## src/rtl/cpu_ahb_2m_arbiter.sv

```systemverilog
// Two-master AHB-Lite arbiter in front of the single CPU-side AHB port.
// Optional stall counters are built when AHB_ARB_PERF_CNT_EN is defined.
module cpu_ahb_2m_arbiter #(
   parameter int unsigned AW    = 32,
   parameter int unsigned DW    = 32,
   parameter int unsigned CNT_W = 32
) (
   input  logic             i_pad_clk,
   input  logic             i_pad_rst_b,

   input  logic [AW-1:0]    m0_haddr,
   input  logic [1:0]       m0_htrans,
   input  logic             m0_hwrite,
   input  logic [2:0]       m0_hsize,
   input  logic [2:0]       m0_hburst,
   input  logic [3:0]       m0_hprot,
   input  logic [DW-1:0]    m0_hwdata,
   output logic [DW-1:0]    m0_hrdata,
   output logic             m0_hready,
   output logic             m0_hresp,

   input  logic [AW-1:0]    m1_haddr,
   input  logic [1:0]       m1_htrans,
   input  logic             m1_hwrite,
   input  logic [2:0]       m1_hsize,
   input  logic [2:0]       m1_hburst,
   input  logic [3:0]       m1_hprot,
   input  logic [DW-1:0]    m1_hwdata,
   output logic [DW-1:0]    m1_hrdata,
   output logic             m1_hready,
   output logic             m1_hresp,

   output logic [AW-1:0]    s_haddr,
   output logic [1:0]       s_htrans,
   output logic             s_hwrite,
   output logic [2:0]       s_hsize,
   output logic [2:0]       s_hburst,
   output logic [3:0]       s_hprot,
   output logic [DW-1:0]    s_hwdata,
   input  logic [DW-1:0]    s_hrdata,
   input  logic             s_hreadyout,
   input  logic             s_hresp,

   output logic             gnt,
   output logic [CNT_W-1:0] m0_stall_cnt,
   output logic [CNT_W-1:0] m1_stall_cnt
);

   localparam logic [1:0] TransIdle   = 2'b00;
   localparam logic [1:0] TransNonseq = 2'b10;

   logic       gnt_q, gnt_d;
   logic       down_q, down_d;
   logic [1:0] own_trans;
   logic [1:0] oth_trans;
   logic       do_switch;

   // Handover only on an accepted IDLE from the owner, so bursts and pending
   // owner data phases are never split.
   always_comb begin
      own_trans = gnt_q ? m1_htrans : m0_htrans;
      oth_trans = gnt_q ? m0_htrans : m1_htrans;
      do_switch = s_hreadyout && (own_trans == TransIdle) && (oth_trans == TransNonseq);
      gnt_d     = gnt_q ^ do_switch;
      down_d    = s_hreadyout ? gnt_q : down_q;
   end

   always_ff @(posedge i_pad_clk or negedge i_pad_rst_b) begin
      if (!i_pad_rst_b) begin
         gnt_q  <= 1'b0;
         down_q <= 1'b0;
      end else begin
         gnt_q  <= gnt_d;
         down_q <= down_d;
      end
   end

   assign gnt = gnt_q;

   always_comb begin
      if (gnt_q) begin
         s_haddr  = m1_haddr;
         s_htrans = m1_htrans;
         s_hwrite = m1_hwrite;
         s_hsize  = m1_hsize;
         s_hburst = m1_hburst;
         s_hprot  = m1_hprot;
      end else begin
         s_haddr  = m0_haddr;
         s_htrans = m0_htrans;
         s_hwrite = m0_hwrite;
         s_hsize  = m0_hsize;
         s_hburst = m0_hburst;
         s_hprot  = m0_hprot;
      end
      s_hwdata = down_q ? m1_hwdata : m0_hwdata;
   end

   // Non-owners see HREADY low only while they present a NONSEQ, which
   // holds that address until the grant reaches them.
   always_comb begin
      m0_hrdata = '0;
      m0_hresp  = 1'b0;
      m0_hready = (m0_htrans != TransNonseq);
      if (!down_q) begin
         m0_hrdata = s_hrdata;
         m0_hresp  = s_hresp;
         m0_hready = s_hreadyout;
      end else if (!gnt_q) begin
         m0_hready = s_hreadyout;
      end
   end

   always_comb begin
      m1_hrdata = '0;
      m1_hresp  = 1'b0;
      m1_hready = (m1_htrans != TransNonseq);
      if (down_q) begin
         m1_hrdata = s_hrdata;
         m1_hresp  = s_hresp;
         m1_hready = s_hreadyout;
      end else if (gnt_q) begin
         m1_hready = s_hreadyout;
      end
   end

`ifdef AHB_ARB_PERF_CNT_EN
   logic [CNT_W-1:0] m0_cnt_q;
   logic [CNT_W-1:0] m1_cnt_q;
   logic             m0_stall;
   logic             m1_stall;

   assign m0_stall = (m0_htrans == TransNonseq) && gnt_q;
   assign m1_stall = (m1_htrans == TransNonseq) && !gnt_q;

   // Saturating; cleared only by reset.
   always_ff @(posedge i_pad_clk or negedge i_pad_rst_b) begin
      if (!i_pad_rst_b) begin
         m0_cnt_q <= '0;
         m1_cnt_q <= '0;
      end else begin
         if (m0_stall && !(&m0_cnt_q)) m0_cnt_q <= m0_cnt_q + CNT_W'(1);
         if (m1_stall && !(&m1_cnt_q)) m1_cnt_q <= m1_cnt_q + CNT_W'(1);
      end
   end

   assign m0_stall_cnt = m0_cnt_q;
   assign m1_stall_cnt = m1_cnt_q;
`else
   assign m0_stall_cnt = '0;
   assign m1_stall_cnt = '0;
`endif

endmodule

```

## config.mk

```make
export PLATFORM = sky130hd
export DESIGN_NAME = cpu_ahb_2m_arbiter
export DESIGN_NICKNAME = d
export VERILOG_FILES = /design/src/rtl/cpu_ahb_2m_arbiter.sv
export SDC_FILE = /design/constraint.sdc
export NUM_CORES = 1
export LEC_CHECK = 0
export BUFFER_PORTS_ARGS = -buffer_cell sky130_fd_sc_hd__buf_2
export CAP_MARGIN = 10
export CORE_AREA = 2 2 157 159
export DETAILED_ROUTE_END_ITERATION = 10
export DIE_AREA = 0 0 159 161
export GPL_ROUTABILITY_DRIVEN = 1
export GPL_TIMING_DRIVEN = 0
export SLEW_MARGIN = 20
export SYNTH_ARGS = -nofsm -noshare
export SYNTH_HDL_FRONTEND = slang
export SYNTH_SLANG_ARGS = --single-unit
```

## constraint.sdc

```tcl
create_clock -name i_pad_clk -period 1.1 [get_ports i_pad_clk]
set_input_delay 0.22 -clock i_pad_clk [delete_from_list [all_inputs] [get_ports i_pad_clk]]
set_output_delay 0.22 -clock i_pad_clk [all_outputs]
set_load 0.1 [all_outputs]
```

==> results of run 1 <==
-- power by group through the flow --
| stage | clock, uW | sequential (uW) | combinational [uW] |
|---|---|---|---|
| 2_1_floorplan | 0 | 94.3 | 4560 |
| 3_3_place_gp | 0 | 84.7 | 5270 |
| 3_5_place_dp | 0 | 84.5 | 5290 |
| 4_1_cts | 575 | 85.0 | 6540 |
| 5_1_grt | 587 | 84.3 | 6920 |
| 6_report | 561 | 83.9 | 6770 |
-- worst register-to-register path: stages, from the launching register on --
cell and delay, ns:
dfrtp_4 0.47, buf_12 0.16, buf_12 0.14, buf_4 0.16, buf_4 0.14, mux2_2 0.30
-- worst paths after layout --
check | endpoint | slack, ns | cells after the start
max | s_hwdata[26] | -0.68 | 5
min | gnt | 0.34 | 2
max reg2reg | down_q | -0.42 | 5
min reg2reg | gnt | 1.03 | 4
max in group asynchronous | down_q | 0.64 | 2
min in group i_pad_clk | gnt | 0.35 | 2
-- sequential cells by signal, indices dropped and copies added (netlist names) --
signal  flops
down_q      1
gnt         1
-- what timing repair did --
action,in CTS,in global routing
pin swaps,3,1
cloned,0,5
gates resized for setup,559,54
hold buffers,1,0
hold endpoints to repair,2,0
setup endpoints to repair,148,148
buffers inserted,5,9
-- metal layers --
metal	track usage (%)	share of wire (%)
met1	8.60	32
met2	19.4	57
met3	3.26	9.9
met4	1.61	1.1
met5	0	0.12
-- cell usage in the layout (no fill, tap or decap) --
cell             n
buf_2          189
buf_12         151
mux2_4          72
buf_4           72
conb_1          64
and2_4          33
nor2b_4         31
buf_6            8
clkbuf_16        8
buf_8            5
mux2_2           5
inv_1            3
nor2b_2          2
nand2_2          1
o21ai_4          1
a41oi_1          1
nor4b_1          1
o22a_4           1
nor2_4           1
nor2_2           1
a31oi_4          1
a21oi_4          1
a41oi_4          1
clkbuf_1         1
dfrtp_2          1
dfrtp_4          1
dlygate4sd3_1    1
-- logic make-up (layout without fill, tap and decap cells) --
group | count (synthesis) | count (layout) | synth area share, %
other | 1 | 64 | 0.182
AO/OA/AOI/OAI | 6 | 6 | 2.06
flip-flops | 2 | 2 | 2.43
buffers and inverters | 84 | 438 | 30.4
AND/OR/NAND/NOR | 70 | 70 | 21.1
multiplexers | 77 | 77 | 43.8
-- cell type report --
cell class	count	share of cell area [%]
plain buffers	76	8.93
clock buffers	4	1.04
inverters	3	0.148
multi-input cells	217	29.6
flip-flops and latches	2	0.723
well taps	324	5.33
repair buffers	355	54.3
-- Yosys cell counts, types with 2 or more instances --
master	count	area, um2
nor2b_1	33	206
inv_1	3	11.3
buf_6	8	90.1
mux2_4	10	150
buf_2	6	30.0
mux2_2	67	754
a41oi_1	2	17.5
buf_4	65	488
and2_1	33	206
dfrtp_1	2	50.1
clkbuf_1	2	7.51
-- metrics by stage --
step / instance area, um2 / setup TNS (ns) / std cells
2_1_floorplan: 2980 / -51.01 / 303
3_3_place_gp: 5060 / -75.69 / 962
3_5_place_dp: 5060 / -75.10 / 962
4_1_cts: 7270 / -78.78 / 971
5_1_grt: 7610 / -85.68 / 981
6_report: 7610 / -81.19 / 981
==> flow_summary.ini, run 1 <==
[outcome]
status = finished, violations left
failed_checks = negative setup slack

[layout]
drive_gt1_share_pct = 89.2
area_growth_pct = 269
multi_input_area_um2 = 2250
fin_util_pct = 31.8
nets = 848
n_fill_cell = 2381
diodes = 0
seqCellArea_um2 = 55.1

[setup_path]
critPathSlowestCell = dfrtp_2
max_stage_delay_ns = 0.43
critPathMaxFanout = 8
worstSetupStartpointType = flip-flop
required_ns = 0.88
crit_top_cell = buf_12
rr_startpoint = gnt
arrival_ns = 1.56
crit_start = down_q
cp_top_family = buffers and inverters
critPathBufInv = 4
path_cells = buf_12, buf_12, clkbuf_16, mux2_4, buf_12
worstSetupPathType = reg -> out
endpoint_kind = output port

[sta]
period_minus_slack_ns = 1.78
finalClockSkew_ns = 0.00490
fmax_ghz = 0.563
hold_ws_ns = 0.338
setup_ws_ns = -0.677
slew_viol_final = 0
finalSetupViolCount = 148
hold_viol_final = 0
finalCritPeriodShare_pct = 162
rsz0062_at_grt = yes

[floorplan]
placeableCoreArea_um2 = 24000
die_h_um = 161
die_area_um2 = 25600
die_w_um = 159
floorplan.initialDensity_pct = 8.61
core.rowCount = 57
io_pins = 400

[placement]
detailed_place_hpwl_um = 10000
place_ws_ns = -0.804
place_congestion = 0.770
io_buffers = 335

[grt]
grt_pass1_wl_um = 18700
antenna_found_initial = 1
grt_pass1_vias = 3302
grt_max_degree = 11
overflow = 0
grtUsageTotal_pct = 9.28

[clock_tree]
cts_tree = built
clockBufferDepth = 2
numCtsBuffers = 3
h-tree-depth = 1
clock_latency_ns = 0.22
cts_sinks = 2
cts.clk_slew.worst_paths_ns = 0.03
cts_root_buffer = clkbuf_16

[routing]
drc_errors = 0
vias = 3144
first_iter_violations = 40
wl_per_cell_um = 14.0
ant_nets = 0
drtPass1Iterations = 4
viasPerCell = 3.20
drt_wl_total_um = 13700

[logic_synthesis]
ys.flop_type = dfrtp_1
synth_seq_area_share_pct = 2.43
yosys_register_bits = 2
yosys_warnings = 0
async_reset_ff_share_pct = 100
synth_area_um2 = 2060
syn_inst = 240
synth_edf_count = 0
synth_cell_types = 20
postSynthAreaPerCell_um2 = 8.60

[power]
powerDensity_nw_per_um2 = 974
p_comb_share_pct = 91.3
p_total_uw = 7410
vdd_drop_max_mv = 0.599
p_int_uw = 2910
seq_power_share_pct = 1.1
power_frac_clock_pct = 7.6
p_sw_share_pct = 60.8
switching_power_uw = 4510
leakagePower_uw = 0.00389

[run]
drv_cap = 0

[hold_path]
min_path_type = in -> async
(Power assumes the default switching activity.)
==> run 2, diff against run 1 <==
--- a/config.mk
+++ b/config.mk
@@ -7,9 +7,9 @@
 export LEC_CHECK = 0
 export BUFFER_PORTS_ARGS = -buffer_cell sky130_fd_sc_hd__buf_2
 export CAP_MARGIN = 10
-export CORE_AREA = 2 2 157 159
+export CORE_AREA = 2 2 155 157
 export DETAILED_ROUTE_END_ITERATION = 10
-export DIE_AREA = 0 0 159 161
+export DIE_AREA = 0 0 157 159
 export GPL_ROUTABILITY_DRIVEN = 1
 export GPL_TIMING_DRIVEN = 0
 export SLEW_MARGIN = 20
==> constraint.sdc (replaced) <==
create_clock -name i_pad_clk -period 1.8 [get_ports i_pad_clk]
set_input_delay 0.36 -clock i_pad_clk [delete_from_list [all_inputs] [get_ports i_pad_clk]]
set_output_delay 0.36 -clock i_pad_clk [all_outputs]
set_load 0.1 [all_outputs]
==> flow_summary.ini, run 2 (same netlist as run 1, synthesis figures left out) <==
[layout]
nets = 841
area_growth_pct = 220
seqCellArea_um2 = 53.8
n_fill_cell = 2369
drive_gt1_share_pct = 86.6
final_common_cell = buf_2
stdcell_count = 971
mostFrequentLayoutCells = 191 x buf_2, 102 x buf_4, 76 x buf_12
multi_input_area_um2 = 2110

[power]
vdd_drop_max_mv = 0.312
leakagePower_uw = 0.00350
p_total_uw = 4160
powerDensity_nw_per_um2 = 631

[routing]
drtPass1Iterations = 4
first_iter_violations = 49
viasPerCell = 3.19
drt_wl_total_um = 12900
drc_errors = 0
ant_nets = 0
wl_per_cell_um = 13.3
vias = 3094

[clock_tree]
h-tree-depth = 1
cts_root_buffer = clkbuf_16
cts.clk_slew.worst_paths_ns = 0.03
cts_sinks = 2
clockBufferDepth = 2
cts_tree = built
numCtsBuffers = 3
clock_latency_ns = 0.22

[grt]
grt_pass1_vias = 3057
grt_pass1_wl_um = 16000
antenna_found_initial = 2
grt_max_degree = 11
overflow = 0
grtUsageTotal_pct = 8.23

[sta]
rsz0062_at_grt = yes
fmax_ghz = 0.526
hold_viol_final = 0
setup_ws_ns = -0.101
hold_ws_ns = 0.459
finalClockSkew_ns = 0.00553
slew_viol_final = 0
finalSetupViolCount = 57
period_minus_slack_ns = 1.90
finalCritPeriodShare_pct = 106

[hold_path]
min_path_type = in -> async

[setup_path]
endpoint_kind = output port
worstSetupStartpointType = flip-flop
arrival_ns = 1.54
worstSetupPathType = reg -> out
required_ns = 1.44
critPathMaxFanout = 10

[run]
drv_cap = 0

[floorplan]
die_h_um = 159
die_w_um = 157
io_pins = 400
floorplan.initialDensity_pct = 8.90
core.rowCount = 56
placeableCoreArea_um2 = 23200
die_area_um2 = 25000

[placement]
place_congestion = 0.791
detailed_place_hpwl_um = 10100
io_buffers = 335
place_inst = 957
place_ws_ns = -0.174

[outcome]
status = finished, violations left
failed_checks = negative setup slack
==> run 2: report_power, final <==
group / internal (uW) / switching, uW
registers: 48.1 / 2.29
clock network: 291 / 51.2
logic: 1150 / 2620
total: 1490 / 2670
==> run 2: final timing paths <==
path                             start   endpoint  slack [ns]  cells after the start
setup / recovery                down_q  m1_hready       -0.10                      6
hold reg to reg                    gnt     down_q        0.92                      3
max in group asynchronous  i_pad_rst_b        gnt        1.23                      2
setup reg to reg                   gnt     down_q        0.60                      3
min in group i_pad_clk     s_hreadyout     down_q        0.50                      2
hold / removal             i_pad_rst_b        gnt        0.46                      2
==> run 2: routing by layer <==
metal	vias to the layer above	GRT usage, %	share of wire (%)
met2	229	17.8	57
met5	-	0	0
li1	1489	-	-
met3	6	1.09	8.7
met1	1370	8.07	34
met4	0	1.38	0.72
==> run 2: final cells by class <==
| type | count | share of cell area (%) |
|---|---|---|
| Tap cell | 319 | 6.05 |
| Timing Repair Buffer | 344 | 49.0 |
| Antenna cell | 2 | 0.0759 |
| Sequential cell | 2 | 0.816 |
| Clock buffer | 4 | 1.19 |
| Buffer | 80 | 10.7 |
| Inverter | 3 | 0.171 |
| Multi-Input combinational cell | 217 | 31.9 |
==> run 2: metrics by stage <==
| step | util [%] | area, um2 | setup TNS, ns |
|---|---|---|---|
| final | 28.4 | 6600 | -2.85 |
| after global routing | 28.4 | 6590 | -5.28 |
| after CTS | 24.7 | 5730 | -4.97 |
| after detailed placement | 21.0 | 4860 | -2.63 |
| after global placement | 21.0 | 4860 | -2.84 |
| after floorplan | - | 2790 | -0.733 |
==> run 2: worst max-delay path: stages, from the launching register on <==
cell,delay [ns]
dfrtp_1,0.40
buf_6,0.16
buf_8,0.18
nor2_4,0.16
nor2_2,0.06
a31oi_4,0.16
buf_12,0.19
==> run 2: what timing repair did <==
item	in CTS	in global routing
endpoints found under the setup margin	144	119
hold endpoints to repair	2	0
gates cloned	0	1
hold buffers	1	0
resized for setup	251	195
pin swaps	0	1
buffers inserted	2	5
